File: config.mk
export PLATFORM = sky130hd
export DESIGN_NAME = uart_rx
export DESIGN_NICKNAME = d
export VERILOG_FILES = /design/src/rtl/uart_rx.sv
export SDC_FILE = /design/constraint.sdc
export NUM_CORES = 1
export LEC_CHECK = 0
export CAP_MARGIN = 25
export CORE_ASPECT_RATIO = 0.7
export CORE_UTILIZATION = 32
export DETAILED_ROUTE_END_ITERATION = 16
export GPL_TIMING_DRIVEN = 0
export SYNTH_ARGS = -nofsm -noshare
export SYNTH_HDL_FRONTEND = slang
export SYNTH_SLANG_ARGS = --single-unit
export TNS_END_PERCENT = 20
File: constraint.sdc
create_clock -name i_clk -period 2.3 [get_ports i_clk]
set_input_delay 0.575 -clock i_clk [delete_from_list [all_inputs] [get_ports i_clk]]
set_output_delay 0.575 -clock i_clk [all_outputs]
set_load 0.02 [all_outputs]
File: src/rtl/uart_rx.sv
// 16x-oversampling UART receiver feeding a FIFO write port.
// Checks start, optional parity and stop bits; reports errors as single-cycle pulses.
module uart_rx #(
    parameter int WIDTH      = 8,
    parameter int DIV        = 27,
    parameter int PARITY_EN  = 0,
    parameter int PARITY_ODD = 0
) (
    input  logic             i_clk,
    input  logic             i_rst_n,
    input  logic             i_rx,
    input  logic             i_full,
    output logic             o_wr_en,
    output logic [WIDTH-1:0] o_w_data,
    output logic             o_busy,
    output logic             o_frame_err,
    output logic             o_parity_err,
    output logic             o_overrun_err,
    output logic [2:0]       o_state
);

    localparam int DW = $clog2(DIV);
    localparam int BW = $clog2(WIDTH);
    localparam logic ODD = (PARITY_ODD != 0);

    typedef enum logic [2:0] {
        S_IDLE   = 3'd0,
        S_START  = 3'd1,
        S_DATA   = 3'd2,
        S_PARITY = 3'd3,
        S_STOP   = 3'd4
    } state_t;

    state_t           r_state, w_state_nxt;
    logic             r_rx_meta, r_rx_s, r_rx_prev;
    logic [DW-1:0]    r_div_cnt;
    logic [3:0]       r_s_cnt, w_s_cnt_nxt;
    logic [BW-1:0]    r_bit_cnt, w_bit_cnt_nxt;
    logic [WIDTH-1:0] r_shift, w_shift_nxt;
    logic             r_par_bit, w_par_bit_nxt;
    logic             w_tick, w_fall, w_par_ok, w_mid, w_end;
    logic             w_wr_en, w_frame_err, w_parity_err, w_overrun_err;

    // Synchronizer and edge history preset high so reset release never looks like a start edge.
    always_ff @(posedge i_clk or negedge i_rst_n) begin
        if (!i_rst_n) begin
            r_rx_meta <= 1'b1;
            r_rx_s    <= 1'b1;
            r_rx_prev <= 1'b1;
        end else begin
            r_rx_meta <= i_rx;
            r_rx_s    <= r_rx_meta;
            r_rx_prev <= r_rx_s;
        end
    end

    always_ff @(posedge i_clk or negedge i_rst_n) begin
        if (!i_rst_n) begin
            r_div_cnt <= '0;
        end else if (r_div_cnt == DW'(DIV - 1)) begin
            r_div_cnt <= '0;
        end else begin
            r_div_cnt <= r_div_cnt + DW'(1);
        end
    end

    assign w_tick   = (r_div_cnt == DW'(DIV - 1));
    assign w_fall   = r_rx_prev & ~r_rx_s;
    assign w_mid    = w_tick && (r_s_cnt == 4'd7);
    assign w_end    = w_tick && (r_s_cnt == 4'd15);
    assign w_par_ok = (((^r_shift) ^ r_par_bit) == ODD);

    always_ff @(posedge i_clk or negedge i_rst_n) begin
        if (!i_rst_n) begin
            r_state   <= S_IDLE;
            r_s_cnt   <= '0;
            r_bit_cnt <= '0;
            r_shift   <= '0;
            r_par_bit <= 1'b0;
        end else begin
            r_state   <= w_state_nxt;
            r_s_cnt   <= w_s_cnt_nxt;
            r_bit_cnt <= w_bit_cnt_nxt;
            r_shift   <= w_shift_nxt;
            r_par_bit <= w_par_bit_nxt;
        end
    end

    always_comb begin
        w_state_nxt   = r_state;
        w_s_cnt_nxt   = w_tick ? (r_s_cnt + 4'd1) : r_s_cnt;
        w_bit_cnt_nxt = r_bit_cnt;
        w_shift_nxt   = r_shift;
        w_par_bit_nxt = r_par_bit;
        w_wr_en       = 1'b0;
        w_frame_err   = 1'b0;
        w_parity_err  = 1'b0;
        w_overrun_err = 1'b0;
        case (r_state)
            S_IDLE: begin
                if (w_fall) begin
                    w_s_cnt_nxt = '0;
                    w_state_nxt = S_START;
                end
            end
            S_START: begin
                if (w_mid) begin
                    if (!r_rx_s) begin
                        w_s_cnt_nxt   = '0;
                        w_bit_cnt_nxt = '0;
                        w_state_nxt   = S_DATA;
                    end else begin
                        w_state_nxt = S_IDLE;
                    end
                end
            end
            S_DATA: begin
                if (w_end) begin
                    w_shift_nxt   = {r_rx_s, r_shift[WIDTH-1:1]};
                    w_bit_cnt_nxt = r_bit_cnt + BW'(1);
                    if (r_bit_cnt == BW'(WIDTH - 1)) begin
                        w_state_nxt = (PARITY_EN != 0) ? S_PARITY : S_STOP;
                    end
                end
            end
            S_PARITY: begin
                if (w_end) begin
                    w_par_bit_nxt = r_rx_s;
                    w_state_nxt   = S_STOP;
                end
            end
            S_STOP: begin
                // Framing beats parity beats overrun; exactly one outcome per frame.
                if (w_end) begin
                    w_state_nxt = S_IDLE;
                    if (!r_rx_s) begin
                        w_frame_err = 1'b1;
                    end else if ((PARITY_EN != 0) && !w_par_ok) begin
                        w_parity_err = 1'b1;
                    end else if (i_full) begin
                        w_overrun_err = 1'b1;
                    end else begin
                        w_wr_en = 1'b1;
                    end
                end
            end
            default: w_state_nxt = S_IDLE;
        endcase
    end

    assign o_wr_en       = w_wr_en;
    assign o_w_data      = r_shift;
    assign o_busy        = (r_state != S_IDLE);
    assign o_frame_err   = w_frame_err;
    assign o_parity_err  = w_parity_err;
    assign o_overrun_err = w_overrun_err;
    assign o_state       = r_state;

endmodule
# Word-level counts from Yosys, hierarchy flattened
# Index checks and enable logic that the tools add are counted.
# op_classes
add_sub_neg	3
mul	0
div	0
magnitude_cmp	0
n_eq_ne	15
shift	0
mux	29
n_bitwise	2
reduce_logical	8
# op_table
op	count
$mux W3	9
$mux W4	4
$pmux W3 S5	1
$ne A2 B2 Y1 const B	7
$mux W1	11
$pmux W4 S2	1
$eq A3 B2 Y1 const B	2
$eq A3 B3 Y1 const B	2
$pmux W3 S2	1
$reduce_and A6 Y1	1
$add A5 B1 Y5 const B	1
$eq A5 B5 Y1 const B	1
$mux W5	1
$add A4 B1 Y4 const B	1
$eq A4 B3 Y1 const B	1
$eq A4 B4 Y1 const B	1
$reduce_and A4 Y1	1
$add A3 B1 Y3 const B	1
$eq A3 B1 Y1 const B	1
$logic_not A3 Y1	1
$reduce_bool A3 Y1	1
$logic_and A1 B1 Y1	2
$mux W2	1
$reduce_and A2 Y1	1
other kinds (3)	3
# word_totals
reg_bits	26
latch_bits	0
ram_bits	0
rom_bits	0
in_bits	4
memories	0

# Depth between registers and ports, before layout
# depth
depth_word	5
ltp_mapped	8
ltp_nobuf	7

# Worst setup path after synthesis
# Ideal clock, no wire load.
# synth_path
path_type	register to output
from	register r_div_cnt[0]
to	output port o_frame_err
t_arrival_ns	1.951
t_required_ns	1.725
slack_ns	-0.226
path_stages_with_launch	9
path_cell_list	dfrtp_1 -> inv_1 -> ha_1 -> and4b_4 -> buf_6 -> and4_4 -> o21ai_2 -> nand2_1 -> nor4_1
# synth_between
elab_chain_cells	4
# synth_rtl
element	line_no	source
start: declaration	36	logic [DW-1:0] r_div_cnt;
start signal: assignment	63	r_div_cnt <= r_div_cnt + DW'(1);
$eq A5 B5 Y1	67	assign w_tick = (r_div_cnt == DW'(DIV - 1));
$logic_and A1 B1 Y1	70	assign w_end = w_tick && (r_s_cnt == 4'd15);
$mux W1	134	if (w_end) begin
$mux W1	99	case (r_state)
end: declaration	16	output logic o_frame_err,
# No other way between the ends.

# Final worst setup path
# layout_path
from	register r_div_cnt[1]
to	output port o_frame_err
# Same word-level chain as after synthesis.

==> results.sh <==
export IMPL_grt_pass1_wl_um=4160
export IMPL_place_gp_congestion=0.813
export IMPL_synth_seq_area_share=0.515
export IMPL_fin_setup_tns_ns=-0.534
export IMPL_period_needed_ns=2.60
export IMPL_yosysMostFrequentCell="nand2_1"
export IMPL_yosysWarnings=0
export IMPL_synth_edff_count=0
export IMPL_antenna_found_initial=0
export IMPL_wl_per_cell_um=12.3
export IMPL_ys_top_cells_by_area="dfrtp_1, nand2_1, dfstp_2, ha_1, nor2_1"
export IMPL_async_flop_share=1.00
export IMPL_arrival_ns=2.02
export IMPL_utilization=0.440
export IMPL_crit_type="reg -> out"
export IMPL_synth_distinct_cells=36
export IMPL_synth_top_cells_by_count="nand2_1, dfrtp_1, nor2_1, ha_1, nand3_1"
export IMPL_synth_nets=136
export IMPL_startpoint_type="flop"
export IMPL_yosys_area_top_type_share=0.453
export IMPL_cts_buffers=3
export IMPL_clk_latency_ns=0.27
export IMPL_track_usage=0.131
export IMPL_worstMarginPinSlew_ns=0.549
export IMPL_hpwl_um=1910
export IMPL_rsz0062_at_grt="yes"
export IMPL_grt_overflow=0
export IMPL_synth_area_sq_um=1270
export IMPL_ant_nets=0
export IMPL_start_util=0.348
export IMPL_finalSetupViolCount=3
export IMPL_wirelength_um=2480
export IMPL_status="finished with violations"
export IMPL_fin_ws_ns=-0.295
export IMPL_maxCapViolCount=0
export IMPL_remaining_drc_errors=0
export IMPL_grt_max_degree=16
export IMPL_clock_fmax_mhz=385
export IMPL_dieArea_sq_um=4230
export IMPL_cts_max_path_buffers=2
export IMPL_report_final_slew_viol_count=0
export IMPL_areaGrowthSynthToFinish_pct=26.4
export IMPL_n_antenna_cell=0
export IMPL_portBuffers=18
export IMPL_drive_gt1_frac=0.184
export IMPL_irDropWorstVdd_mv=0.332
export IMPL_postCtsHoldBufs=0
export IMPL_rows=18
export IMPL_cp_max_fo=10
export IMPL_syn_inst=127
export IMPL_die_y_um=54.7
export IMPL_design_portCount=20
export IMPL_ys_ff_latch=26
export IMPL_clock_skew_ns=0.00327
export IMPL_violations="setup timing"
export IMPL_initialDrtViolationCount=50
export IMPL_required_ns=1.73
export IMPL_viasPerCell=4.67
export IMPL_clk_pin_slew_ns=0.09
export IMPL_yosys_area_top_type="dfrtp_1"
export IMPL_htree_levels=1
export IMPL_vias=943
export IMPL_avgSynthCellArea_sq_um=10.0
export IMPL_p_leak_nw=0.747
export IMPL_grt_pass1_vias=830
export IMPL_cts_root_buf="clkbuf_8"
export IMPL_die_w_um=77.3
export IMPL_maxSlewHeadroom=0.633
export IMPL_layout_nets=162
export IMPL_hold_viol_final=0
export IMPL_cts_sinks=26
export IMPL_worstHoldPathType="reg -> reg"
export IMPL_drtPass1Iterations=4
export IMPL_finalCritPeriodShare=1.13
export IMPL_ys_flop_type="dfrtp_1"
export IMPL_design_core_area_sq_um=3650
export IMPL_cts_tree="yes"
export IMPL_endpoint_kind="output pin"
export IMPL_p_per_area_nw_per_um2=653
export IMPL_pre_cts_ws_ns=-0.527
export IMPL_finalHoldWorstSlack_ns=0.359
where the power goes:
group / switching [W] / leakage, nW / internal (W) / total [W]
Combinational: 0.000152 / 0.384 / 0.000108 / 0.000260
Sequential: 0.0000183 / 0.334 / 0.000483 / 0.000501
Clock: 0.000136 / 0.0288 / 0.000153 / 0.000288
routing by layer:
layer | GRT usage | up-vias | wire length [um] | share of wire
met5 | 0 | - | 0 | 0
met4 | 0.0440 | 0 | 25 | 0.010
met3 | 0.0350 | 2 | 90 | 0.036
met2 | 0.187 | 24 | 1070 | 0.43
met1 | 0.191 | 445 | 1290 | 0.52
li1 | - | 472 | - | -
cell usage in the layout (no fill, tap or decap), drive strengths merged, types with 2 or more instances in the layout:
| master | n |
|---|---|
| xor2 | 3 |
| clkbuf | 6 |
| nand3b | 2 |
| a22o | 3 |
| o21ai | 6 |
| inv | 3 |
| mux2i | 3 |
| nand3 | 5 |
| clkdlybuf4s50 | 15 |
| and2 | 2 |
| dfstp | 3 |
| dfrtp | 23 |
| and4 | 2 |
| nor2 | 12 |
| and4b | 2 |
| nor3 | 2 |
| nand2 | 34 |
| xnor2 | 2 |
| ha | 5 |
| buf | 8 |
| clkdlybuf4s15 | 2 |
critical path, stage by stage (launching register included):
cell     delay [ns]
dfrtp_1        0.41
ha_1           0.21
and4b_4        0.21
buf_6          0.14
and4_4         0.18
o21ai_2        0.14
nand2_1        0.11
nor4_2         0.16
buf_4          0.18
flip-flops by register name, indices dropped and copies added, names as in the netlist:
| register | count |
|---|---|
| r_rx_meta | 1 |
| r_rx_prev | 1 |
| r_s_cnt | 4 |
| o_w_data | 8 |
| r_bit_cnt | 3 |
| o_state | 3 |
| r_div_cnt | 5 |
| r_rx_s | 1 |
final cells by class:
| type | instances | area, sq um |
|---|---|---|
| Inverter | 3 | 11.3 |
| Clock buffer | 4 | 55.1 |
| Sequential cell | 26 | 654 |
| Multi-Input combinational cell | 92 | 574 |
| Buffer | 6 | 38.8 |
| Fill cell | 371 | 2040 |
| Tap cell | 50 | 62.6 |
| Timing Repair Buffer | 21 | 210 |
path summary, 6_finish.rpt:
path | from | endpoint | slack, ns | cells past startpoint
max | r_div_cnt[1]$_DFF_PN0_ | o_frame_err | -0.30 | 8
min | r_rx_meta$_DFF_PN1_ | r_rx_s$_DFF_PN1_ | 0.36 | 0
max reg2reg | r_s_cnt[0]$_DFF_PN0_ | o_state[2]$_DFFE_PN0P_ | 0.45 | 6
min reg2reg | r_rx_meta$_DFF_PN1_ | r_rx_s$_DFF_PN1_ | 0.36 | 0
max in group asynchronous | i_rst_n | r_rx_prev$_DFF_PN1_ | 1.07 | 2
min in group asynchronous | i_rst_n | o_state[2]$_DFFE_PN0P_ | 0.66 | 1
kinds of logic (layout without fill, tap and decap cells):
group           Yosys count  count (layout)  share of synthesized area
flops                    26              26                      0.515
mux                       4               4                     0.0325
xor+xnor                  5               5                     0.0345
other cells               1               1                    0.00295
compound gates           12              12                     0.0807
buf+inv                   9              34                     0.0384
simple gates             65              65                      0.247
fa+ha+maj                 5               5                     0.0492
stage by stage:
| stage | power (W) | cells | cell area, sq um |
|---|---|---|---|
| finish | 0.00105 | 202 | 1610 |
| global route | 0.00112 | 202 | 1610 |
| global placement | 0.000762 | 195 | 1520 |
| detailed placement | 0.000768 | 196 | 1540 |
| CTS | 0.00106 | 201 | 1600 |
| floorplan | 0.000673 | 127 | 1280 |
repair_timing:
| action | 4_1_cts | 5_1_grt |
|---|---|---|
| setup buffers | 1 | 1 |
| setup endpoints to repair | 4 | 4 |
| resized for setup | 14 | 1 |
(Power assumes the default switching activity.)
